File: src/rtl/prio_encode_drain_pkg.sv
// Shared types and width helper for the priority-encode-and-drain block.
// Build option ENC_MSB_FIRST_EN (see prio_find) flips the drain order to descending.
package enc_pkg;

    typedef enum logic {IDLE, DRAIN} enc_state_t;

    // Index width for an n-bit request vector.
    function automatic int enc_idx_width(input int n);
        return $clog2(n);
    endfunction

endpackage

File: src/rtl/prio_encode_drain_if.sv
// Load/drain handshake bundle: the master loads request vectors and consumes indices,
// the slave (the encoder) accepts loads and produces one index per beat.
interface prio_encode_drain_if
    import enc_pkg::*;
#(
    parameter int N = 4
);
    localparam int W = enc_idx_width(N);

    logic [N-1:0] x;
    logic         en;
    logic         in_ready;
    logic [W-1:0] y;
    logic         y_valid;
    logic         y_ready;
    logic         last;
    logic         busy;

    modport master (
        output x, en, y_ready,
        input  in_ready, y, y_valid, last, busy
    );

    modport slave (
        input  x, en, y_ready,
        output in_ready, y, y_valid, last, busy
    );

endinterface

File: src/rtl/prio_encode_drain_find.sv
// Combinational priority search over a request vector.
// ENC_MSB_FIRST_EN selects the highest set bit; otherwise the lowest set bit wins.
module prio_find
    import enc_pkg::*;
#(
    parameter int N = 4,
    localparam int W = enc_idx_width(N)
) (
    input  logic [N-1:0] req,
    output logic [W-1:0] idx,
    output logic         any,
    output logic         onehot
);

    always_comb begin
        idx = '0;
`ifdef ENC_MSB_FIRST_EN
        // Ascending scan: the final hit is the highest set bit.
        for (int i = 0; i < N; i++) begin
            if (req[i]) idx = W'(i);
        end
`else
        // Descending scan: the final hit is the lowest set bit.
        for (int i = N - 1; i >= 0; i--) begin
            if (req[i]) idx = W'(i);
        end
`endif
    end

    assign any    = |req;
    assign onehot = any && ((req & (req - N'(1))) == '0);

endmodule

File: src/rtl/prio_encode_drain.sv
// Captures a request vector and drains the index of each set bit, one per accepted beat.
// ENC_MSB_FIRST_EN (in prio_find) selects descending drain order.
module prio_encode_drain
    import enc_pkg::*;
#(
    parameter int N = 4,
    localparam int W = enc_idx_width(N)
) (
    input  logic                  clk,
    input  logic                  rst,
    prio_encode_drain_if.slave    bus
);

    enc_state_t   state_reg;
    logic [N-1:0] pending_reg;

    logic [W-1:0] find_idx;
    logic         find_any;
    logic         find_onehot;
    logic         draining;
    logic         beat;
    logic [N-1:0] clear_mask;

    prio_find #(.N(N)) u_find (
        .req    (pending_reg),
        .idx    (find_idx),
        .any    (find_any),
        .onehot (find_onehot)
    );

    assign draining   = (state_reg == DRAIN);
    assign beat       = draining && bus.y_ready;
    assign clear_mask = ~(N'(1) << find_idx);

    always_ff @(posedge clk or posedge rst) begin
        if (rst) begin
            state_reg   <= IDLE;
            pending_reg <= '0;
        end else begin
            case (state_reg)
                IDLE: begin
                    if (bus.en && (bus.x != '0)) begin
                        pending_reg <= bus.x;
                        state_reg   <= DRAIN;
                    end
                end
                DRAIN: begin
                    if (beat) begin
                        pending_reg <= pending_reg & clear_mask;
                        if (find_onehot) state_reg <= IDLE;
                    end
                end
                default: state_reg <= IDLE;
            endcase
        end
    end

    // Outputs are decoded from registered state only; y and last read zero outside DRAIN.
    assign bus.in_ready = (state_reg == IDLE);
    assign bus.y_valid  = draining && find_any;
    assign bus.busy     = draining;
    assign bus.y        = draining ? find_idx : '0;
    assign bus.last     = draining && find_onehot;

endmodule
File: src/flat_wrapper.sv
// flat-port wrapper written by rule: the top's interface ports become plain ports
module prio_encode_drain_flat import enc_pkg::*;
#(
    parameter int N = 4,
    localparam int W = enc_idx_width(N)
)
  (clk, rst, bus_x, bus_en, bus_y_ready, bus_in_ready, bus_y, bus_y_valid, bus_last, bus_busy);
  prio_encode_drain_if #(.N(N)) bus_i ();
  input  logic clk;
  input  logic rst;
  input wire logic [$bits(bus_i.x)-1:0] bus_x;
  input wire logic [$bits(bus_i.en)-1:0] bus_en;
  input wire logic [$bits(bus_i.y_ready)-1:0] bus_y_ready;
  output wire logic [$bits(bus_i.in_ready)-1:0] bus_in_ready;
  output wire logic [$bits(bus_i.y)-1:0] bus_y;
  output wire logic [$bits(bus_i.y_valid)-1:0] bus_y_valid;
  output wire logic [$bits(bus_i.last)-1:0] bus_last;
  output wire logic [$bits(bus_i.busy)-1:0] bus_busy;
  assign bus_i.x = bus_x;
  assign bus_i.en = bus_en;
  assign bus_i.y_ready = bus_y_ready;
  assign bus_in_ready = bus_i.in_ready;
  assign bus_y = bus_i.y;
  assign bus_y_valid = bus_i.y_valid;
  assign bus_last = bus_i.last;
  assign bus_busy = bus_i.busy;
  prio_encode_drain #(.N(N)) u_core (.clk(clk), .rst(rst), .bus(bus_i));
endmodule
File: config.mk
export PLATFORM = sky130hd
export DESIGN_NAME = prio_encode_drain_flat
export DESIGN_NICKNAME = d
export VERILOG_FILES = /design/src/rtl/prio_encode_drain_pkg.sv /design/src/rtl/prio_encode_drain_if.sv /design/src/rtl/prio_encode_drain_find.sv /design/src/rtl/prio_encode_drain.sv /design/src/flat_wrapper.sv
export SDC_FILE = /design/constraint.sdc
export NUM_CORES = 1
export LEC_CHECK = 0
export CAP_MARGIN = 30
export CORE_AREA = 2 2 39 41
export CTS_BUF_LIST = sky130_fd_sc_hd__clkbuf_4
export DETAILED_ROUTE_END_ITERATION = 10
export DIE_AREA = 0 0 41 43
export MAX_ROUTING_LAYER = met4
export PLACE_DENSITY = 0.49
export SLEW_MARGIN = 20
export SYNTH_ARGS = -nofsm -noshare
export SYNTH_HDL_FRONTEND = slang
export SYNTH_SLANG_ARGS = --single-unit
File: constraint.sdc
create_clock -name clk -period 2.7 [get_ports clk]
set_clock_uncertainty 0.05 [all_clocks]
set_input_delay 0.81 -clock clk [delete_from_list [all_inputs] [get_ports clk]]
set_output_delay 0.81 -clock clk [all_outputs]
set_load 0.005 [all_outputs]
==> impl_metrics.toml, run 1 <==
[final_layout]
post_route_core_utilization = 0.362
largest_register_ff_count = 4
fill_cells = 145
final_non_filler_cell_area_um2 = 500
multiInputGateArea_um2 = 184
layout.cells.non_filler = 70
area_delta_synth_final_pct = 60.0
drive_gt1_frac = 0.167
diodes = 0
finalNetCount = 63
final-seq-area_um2 = 125

[routing]
route.detailed.vias_per_inst = 4.51
vias = 316
routed_wl_um = 700
drt_pre_antenna_iters = 2
antenna_violating_nets_post_route = 0
wire_per_inst_um = 10.0
drc = 0
drt_iter0_drc = 3

[sta]
report.final.hold_viol_count = 0
grt_setup_unrepaired = "false"
timing_max_transition_violations_final = 0
timing.final.crit_period_ns = 2.53
fmax_mhz = 395
timing_worst_slew_pin_value_ns = 0.356
fin_tns_setup_ns = 0
worst_slew_margin_rel = 0.762
setup_viol = 0
timing.final.crit_share = 0.938

[global_routing]
global_route.overflow_total = 0
grt_antenna_before_repair = 0
grt_pass1_vias = 286
grt.total_usage = 0.112
maximum_number_of_pins_on_one_net_before_global_route_repair = 10
first_pass_grt_wire_length_um = 1200

[yosys]
synth_area_um2 = 313
post_synth_fa_ha_maj_area_fraction = 0
synth_warnings = 0
largest_cells_by_area_after_synthesis = "sky130_fd_sc_hd__dfrtp_1 (40%), sky130_fd_sc_hd__nand2_1 (8.4%), sky130_fd_sc_hd__o21ai_1 (4.8%), sky130_fd_sc_hd__nor2b_1 (4.0%), sky130_fd_sc_hd__inv_1 (3.6%)"
yosys.area_share.simple = 0.288
synth_enable_flop_cells = 0
multiplexer_share_of_the_synthesized_area = 0
ys_types = 20
synth_largest_area_cell = "sky130_fd_sc_hd__dfrtp_1"
postSynth.asyncResetShare = 1.00
ys_seq_elements = 5
synth_area_per_cell_um2 = 8.23
synth.top_cell.area_share = 0.400
post_synth_inst_count = 38
synth_commonest_cells = "sky130_fd_sc_hd__nand2_1 (7), sky130_fd_sc_hd__dfrtp_1 (5), sky130_fd_sc_hd__inv_1 (3), sky130_fd_sc_hd__nor2_1 (3), sky130_fd_sc_hd__o21ai_1 (3)"
synth_top_family_by_area = "simple AND/OR/NAND/NOR gates"
synthesized_area_fraction_occupied_by_ao_oa_aoi_and_oai_cells = 0.232
yosys.area_share.xor_xnor = 0.0280
synth_net_count = 46
primary_flip_flop_cell_chosen_by_synthesis_mapping = "sky130_fd_sc_hd__dfrtp_1"
sequential_to_total_area_share_from_yosys_stat = 0.400
yosys.cell_count.top_type = "sky130_fd_sc_hd__nand2_1"

[die]
dieWidth_um = 41
initial_util = 0.226
floorplan.io_pins = 14
die-area_um2 = 1760
die_h_um = 43
number_of_placement_rows = 14
fp.coreArea_um2 = 1380

[place]
dp_hpwl_um = 566
placedCellCount = 66
placement.cell_area_um2 = 458
portBuffers = 13
gp_congestion = 0.632

[worst_setup_path]
crit_arrival_ns = 1.67
worstPathMaxFanout = 8
crit_path_end_kind = "primary output"
crit_path_kind = "reg2out"
worstPathRequired_ns = 1.84
timing.critical_path.from_type = "register"

[power_and_ir_drop]
p_leak_nw = 0.211
power_per_standard_cell_area_nw_per_um2 = 1060
report.power.total_mw = 0.529
max-vdd-ir-drop_uv = 316

[clock_network]
clk-insertion-delay-late_ns = 0.24
post_cts_resize_count = 0
cts.sinks = 5
cts_hold_repair.buffers = 0
post-cts-setup-buffer-count = 0
inserted_clock_buffers = 3
clock_tree.htree_level_count = 1
cts_max_path_buffers = 2
clk_pin_slew_worst_paths_ns = 0.04
cts_tree = "built"
cts-root-buf = "sky130_fd_sc_hd__clkbuf_4"

[status]
outcome = "finished clean"

[job]
cap_viol_max_count = 0

[worst_hold_path]
hold_path.class = "reg2reg"
-- per-layer routing --
layer,part of all wire,GRT usage,vias up
met5,0,-,-
met4,0.037,0.100,0
met3,0.074,0.0471,4
met2,0.44,0.138,12
met1,0.44,0.131,134
li1,-,-,166
-- worst max-delay path, cell delays in order, from the launching register on --
cell                              delay, ns
sky130_fd_sc_hd__dfrtp_1               0.45
sky130_fd_sc_hd__nor4b_2               0.32
sky130_fd_sc_hd__a221oi_2              0.06
sky130_fd_sc_hd__nor2_1                0.10
sky130_fd_sc_hd__clkdlybuf4s50_1       0.50
-- layout by cell type, fill, tap and decap left out, types with 2 or more instances in the layout --
master and instances:
sky130_fd_sc_hd__dfrtp_1 5, sky130_fd_sc_hd__a21oi_1 2, sky130_fd_sc_hd__clkbuf_4 4, sky130_fd_sc_hd__clkdlybuf4s50_1 13
sky130_fd_sc_hd__nor2_1 3, sky130_fd_sc_hd__nand2_1 7, sky130_fd_sc_hd__o21ai_1 3, sky130_fd_sc_hd__inv_1 3
sky130_fd_sc_hd__nor2b_1 2
-- report_power, final --
| part | total, mW | leakage (nW) | internal (mW) | switching, mW |
|---|---|---|---|---|
| Combinational | 0.287 | 0.129 | 0.172 | 0.115 |
| Sequential | 0.146 | 0.0638 | 0.102 | 0.0436 |
| Clock | 0.0958 | 0.0184 | 0.0658 | 0.0300 |
-- cells by family after synthesis --
group | after synthesis
buffers and inverters | 4
AND/OR/NAND/NOR | 17
flip-flops | 5
XOR/XNOR | 1
AO/OA/AOI/OAI | 11
-- worst paths after layout --
kind,end,depth (start not counted),slack [ns],from
hold reg to reg,u_core.pending_reg[3]$_DFFE_PP0P_,2,0.57,u_core.pending_reg[3]$_DFFE_PP0P_
setup / recovery,bus_last,4,0.17,u_core.pending_reg[1]$_DFFE_PP0P_
max in group asynchronous,u_core.pending_reg[3]$_DFFE_PP0P_,2,1.72,rst
min in group asynchronous,u_core.pending_reg[1]$_DFFE_PP0P_,2,0.71,rst
hold / removal,u_core.pending_reg[3]$_DFFE_PP0P_,2,0.57,u_core.pending_reg[3]$_DFFE_PP0P_
setup reg to reg,u_core.bus.busy$_DFF_PP0_,3,1.45,u_core.pending_reg[1]$_DFFE_PP0P_
-- area by class of cell --
type,count,area share
Tap cell,16,0.0400
Inverter,3,0.0225
Sequential cell,5,0.250
Timing Repair Buffer,13,0.260
Clock buffer,4,0.0600
Multi-Input combinational cell,29,0.367
-- metrics by stage --
| step | hold slack (ns) | setup slack, ns |
|---|---|---|
| floorplan | 0.510 | 0.877 |
| global placement | 0.561 | 0.388 |
| detailed placement | 0.562 | 0.378 |
| CTS | 0.568 | 0.111 |
| global route | 0.608 | 0.0468 |
| finish | 0.569 | 0.168 |
Power figures use the tool's default switching activity.
==> run 2: changes to the inputs <==
Settings changed: ABC_AREA set to 1, PLACE_DENSITY 0.49 to 0.53.
==> run 2 against run 1 <==
  * Final cell count grew 20%
  * Worst hold slack lost 0.036 ns
  * Global-route usage shrank 0.11 points
  * Worst setup slack gained 0.083 ns
  * First-iteration DRC count grew to 3.3 times the previous value
  * Critical path type unchanged
  * Critical endpoint unchanged
  * Largest power group unchanged
==> impl_metrics.toml, run 2 <==
[place]
placement.cell_area_um2 = 510
gp_congestion = 0.755
portBuffers = 13
dp_hpwl_um = 616

[clock_network]
post-cts-setup-buffer-count = 0
cts_tree = "built"
inserted_clock_buffers = 3
cts_max_path_buffers = 2
clk-insertion-delay-late_ns = 0.24
clk_pin_slew_worst_paths_ns = 0.05
cts-root-buf = "sky130_fd_sc_hd__clkbuf_4"
post_cts_resize_count = 0
cts_hold_repair.buffers = 0
clock_tree.htree_level_count = 1
cts.sinks = 5

[worst_setup_path]
crit_path_end_kind = "primary output"
ff2ff_setup_slack_ns = 1.62
worstReg2RegStart = "u_core.pending_reg[0]$_DFFE_PP0P_"
timing.critical_path.from_type = "register"
worstPathRequired_ns = 1.84
crit_arrival_ns = 1.59
crit_path_kind = "reg2out"
worstPathMaxFanout = 5
crit_start = "u_core.pending_reg[0]$_DFFE_PP0P_"

[die]
number_of_placement_rows = 14
die_h_um = 43
initial_util = 0.260
floorplan.io_pins = 14
die-area_um2 = 1760
dieWidth_um = 41
fp.coreArea_um2 = 1380

[yosys]
post_synth_fa_ha_maj_area_fraction = 0
synth_area_um2 = 360
synthesized_area_fraction_occupied_by_ao_oa_aoi_and_oai_cells = 0.0833
synth_commonest_cells = "sky130_fd_sc_hd__nand2_1 (13), sky130_fd_sc_hd__dfrtp_1 (5), sky130_fd_sc_hd__inv_1 (5)"
primary_flip_flop_cell_chosen_by_synthesis_mapping = "sky130_fd_sc_hd__dfrtp_1"
post_synth_inst_count = 51
synth_warnings = 0
postSynth.asyncResetShare = 1.00
synth_area_per_cell_um2 = 7.07
synth_net_count = 59
synth_top_family_by_area = "simple AND/OR/NAND/NOR gates"
yosys.cell_count.top_type = "sky130_fd_sc_hd__nand2_1"
ys_types = 17
sequential_to_total_area_share_from_yosys_stat = 0.347
ys_seq_elements = 5
largest_cells_by_area_after_synthesis = "sky130_fd_sc_hd__dfrtp_1 (35%), sky130_fd_sc_hd__nand2_1 (14%), sky130_fd_sc_hd__a21oi_1 (5.6%), sky130_fd_sc_hd__nand3_1 (5.6%), sky130_fd_sc_hd__inv_1 (5.2%)"
synth_largest_area_cell = "sky130_fd_sc_hd__dfrtp_1"
yosys.area_share.xor_xnor = 0
synth.top_cell.area_share = 0.347
multiplexer_share_of_the_synthesized_area = 0
synth_enable_flop_cells = 0
yosys.area_share.simple = 0.486

[routing]
vias = 381
drt_pre_antenna_iters = 2
antenna_violating_nets_post_route = 0
wire_per_inst_um = 9.10
route.detailed.vias_per_inst = 4.54
routed_wl_um = 764
drc = 0
drt_iter0_drc = 10

[sta]
timing_worst_slew_pin_value_ns = 0.205
report.final.hold_viol_count = 0
fmax_mhz = 408
timing_max_transition_violations_final = 0
timing.final.crit_period_ns = 2.45
timing.final.crit_share = 0.907
grt_setup_unrepaired = "false"
worst_slew_margin_rel = 0.863
fin_tns_setup_ns = 0
setup_viol = 0

[global_routing]
grt_pass1_vias = 317
maximum_number_of_pins_on_one_net_before_global_route_repair = 11
grt.total_usage = 0.111
global_route.overflow_total = 0
grt_antenna_before_repair = 0
first_pass_grt_wire_length_um = 1260

[final_layout]
final-seq-area_um2 = 125
diodes = 0
final_non_filler_cell_area_um2 = 541
multiInputGateArea_um2 = 205
post_route_core_utilization = 0.391
finalNetCount = 77
drive_gt1_frac = 0.191
mostFrequentLayoutCells = "sky130_fd_sc_hd__nand2_1 (13), sky130_fd_sc_hd__clkdlybuf4s50_1 (13), sky130_fd_sc_hd__inv_1 (5), sky130_fd_sc_hd__dfrtp_1 (5)"
largest_register_ff_count = 4
fill_cells = 158
area_delta_synth_final_pct = 50.0

[status]
outcome = "finished clean"

[power_and_ir_drop]
power_per_standard_cell_area_nw_per_um2 = 1140
max-vdd-ir-drop_uv = 479
p_leak_nw = 0.257

[worst_hold_path]
hold_path.class = "reg2reg"
timing.hold.worst.start = "u_core.pending_reg[3]$_DFFE_PP0P_"

[job]
cap_viol_max_count = 0
-- run 2: final cells by class --
type	count	area share
multi-input cells	38	0.380
repair buffers	13	0.241
flip-flops and latches	5	0.231
clock buffers	4	0.0556
inverters	8	0.0556
well taps	16	0.0370
-- run 2: worst paths after layout --
| check | endpoint | cells after the start |
|---|---|---|
| worst min-delay path | u_core.pending_reg[3]$_DFFE_PP0P_ | 2 |
| worst min register to register | u_core.pending_reg[3]$_DFFE_PP0P_ | 2 |
| max in group asynchronous | u_core.pending_reg[0]$_DFFE_PP0P_ | 2 |
| worst max register to register | u_core.bus.busy$_DFF_PP0_ | 6 |
| min in group asynchronous | u_core.pending_reg[3]$_DFFE_PP0P_ | 2 |
| worst max-delay path | bus_last | 6 |
-- run 2: metrics by stage --
stage / setup WS, ns / power, mW / std cells / hold slack, ns
floorplan: 1.01 / 0.356 / 51 / 0.480
global placement: 0.518 / 0.532 / 80 / 0.544
detailed placement: 0.504 / 0.526 / 80 / 0.522
CTS: 0.233 / 0.630 / 84 / 0.535
global route: 0.141 / 0.684 / 84 / 0.581
finish: 0.251 / 0.619 / 84 / 0.532
-- run 2: report_power, final --
group          total [mW]  switching [mW]  internal (mW)
combinational       0.372           0.178          0.194
sequential          0.148          0.0407          0.108
clock              0.0984          0.0324         0.0660
-- run 2: critical path: stages, from the launching register on --
cell                              delay, ns
sky130_fd_sc_hd__dfrtp_1               0.42
sky130_fd_sc_hd__nor2_4                0.17
sky130_fd_sc_hd__inv_2                 0.05
sky130_fd_sc_hd__nand2_2               0.05
sky130_fd_sc_hd__nand3_2               0.07
sky130_fd_sc_hd__nor2_1                0.09
sky130_fd_sc_hd__clkdlybuf4s50_1       0.50
-- run 2: cell families after synthesis --
logic type,after synthesis
AND/OR/NAND/NOR,32
AO/OA/AOI/OAI,6
flip-flops,5
buffers and inverters,8
-- run 2: layer usage --
layer  vias to the layer above  share of wire  track usage
li1                        200              -            -
met5                         -              0            -
met2                        12           0.46        0.153
met4                         0              0       0.0600
met1                       169           0.47        0.130
met3                         0          0.067       0.0471
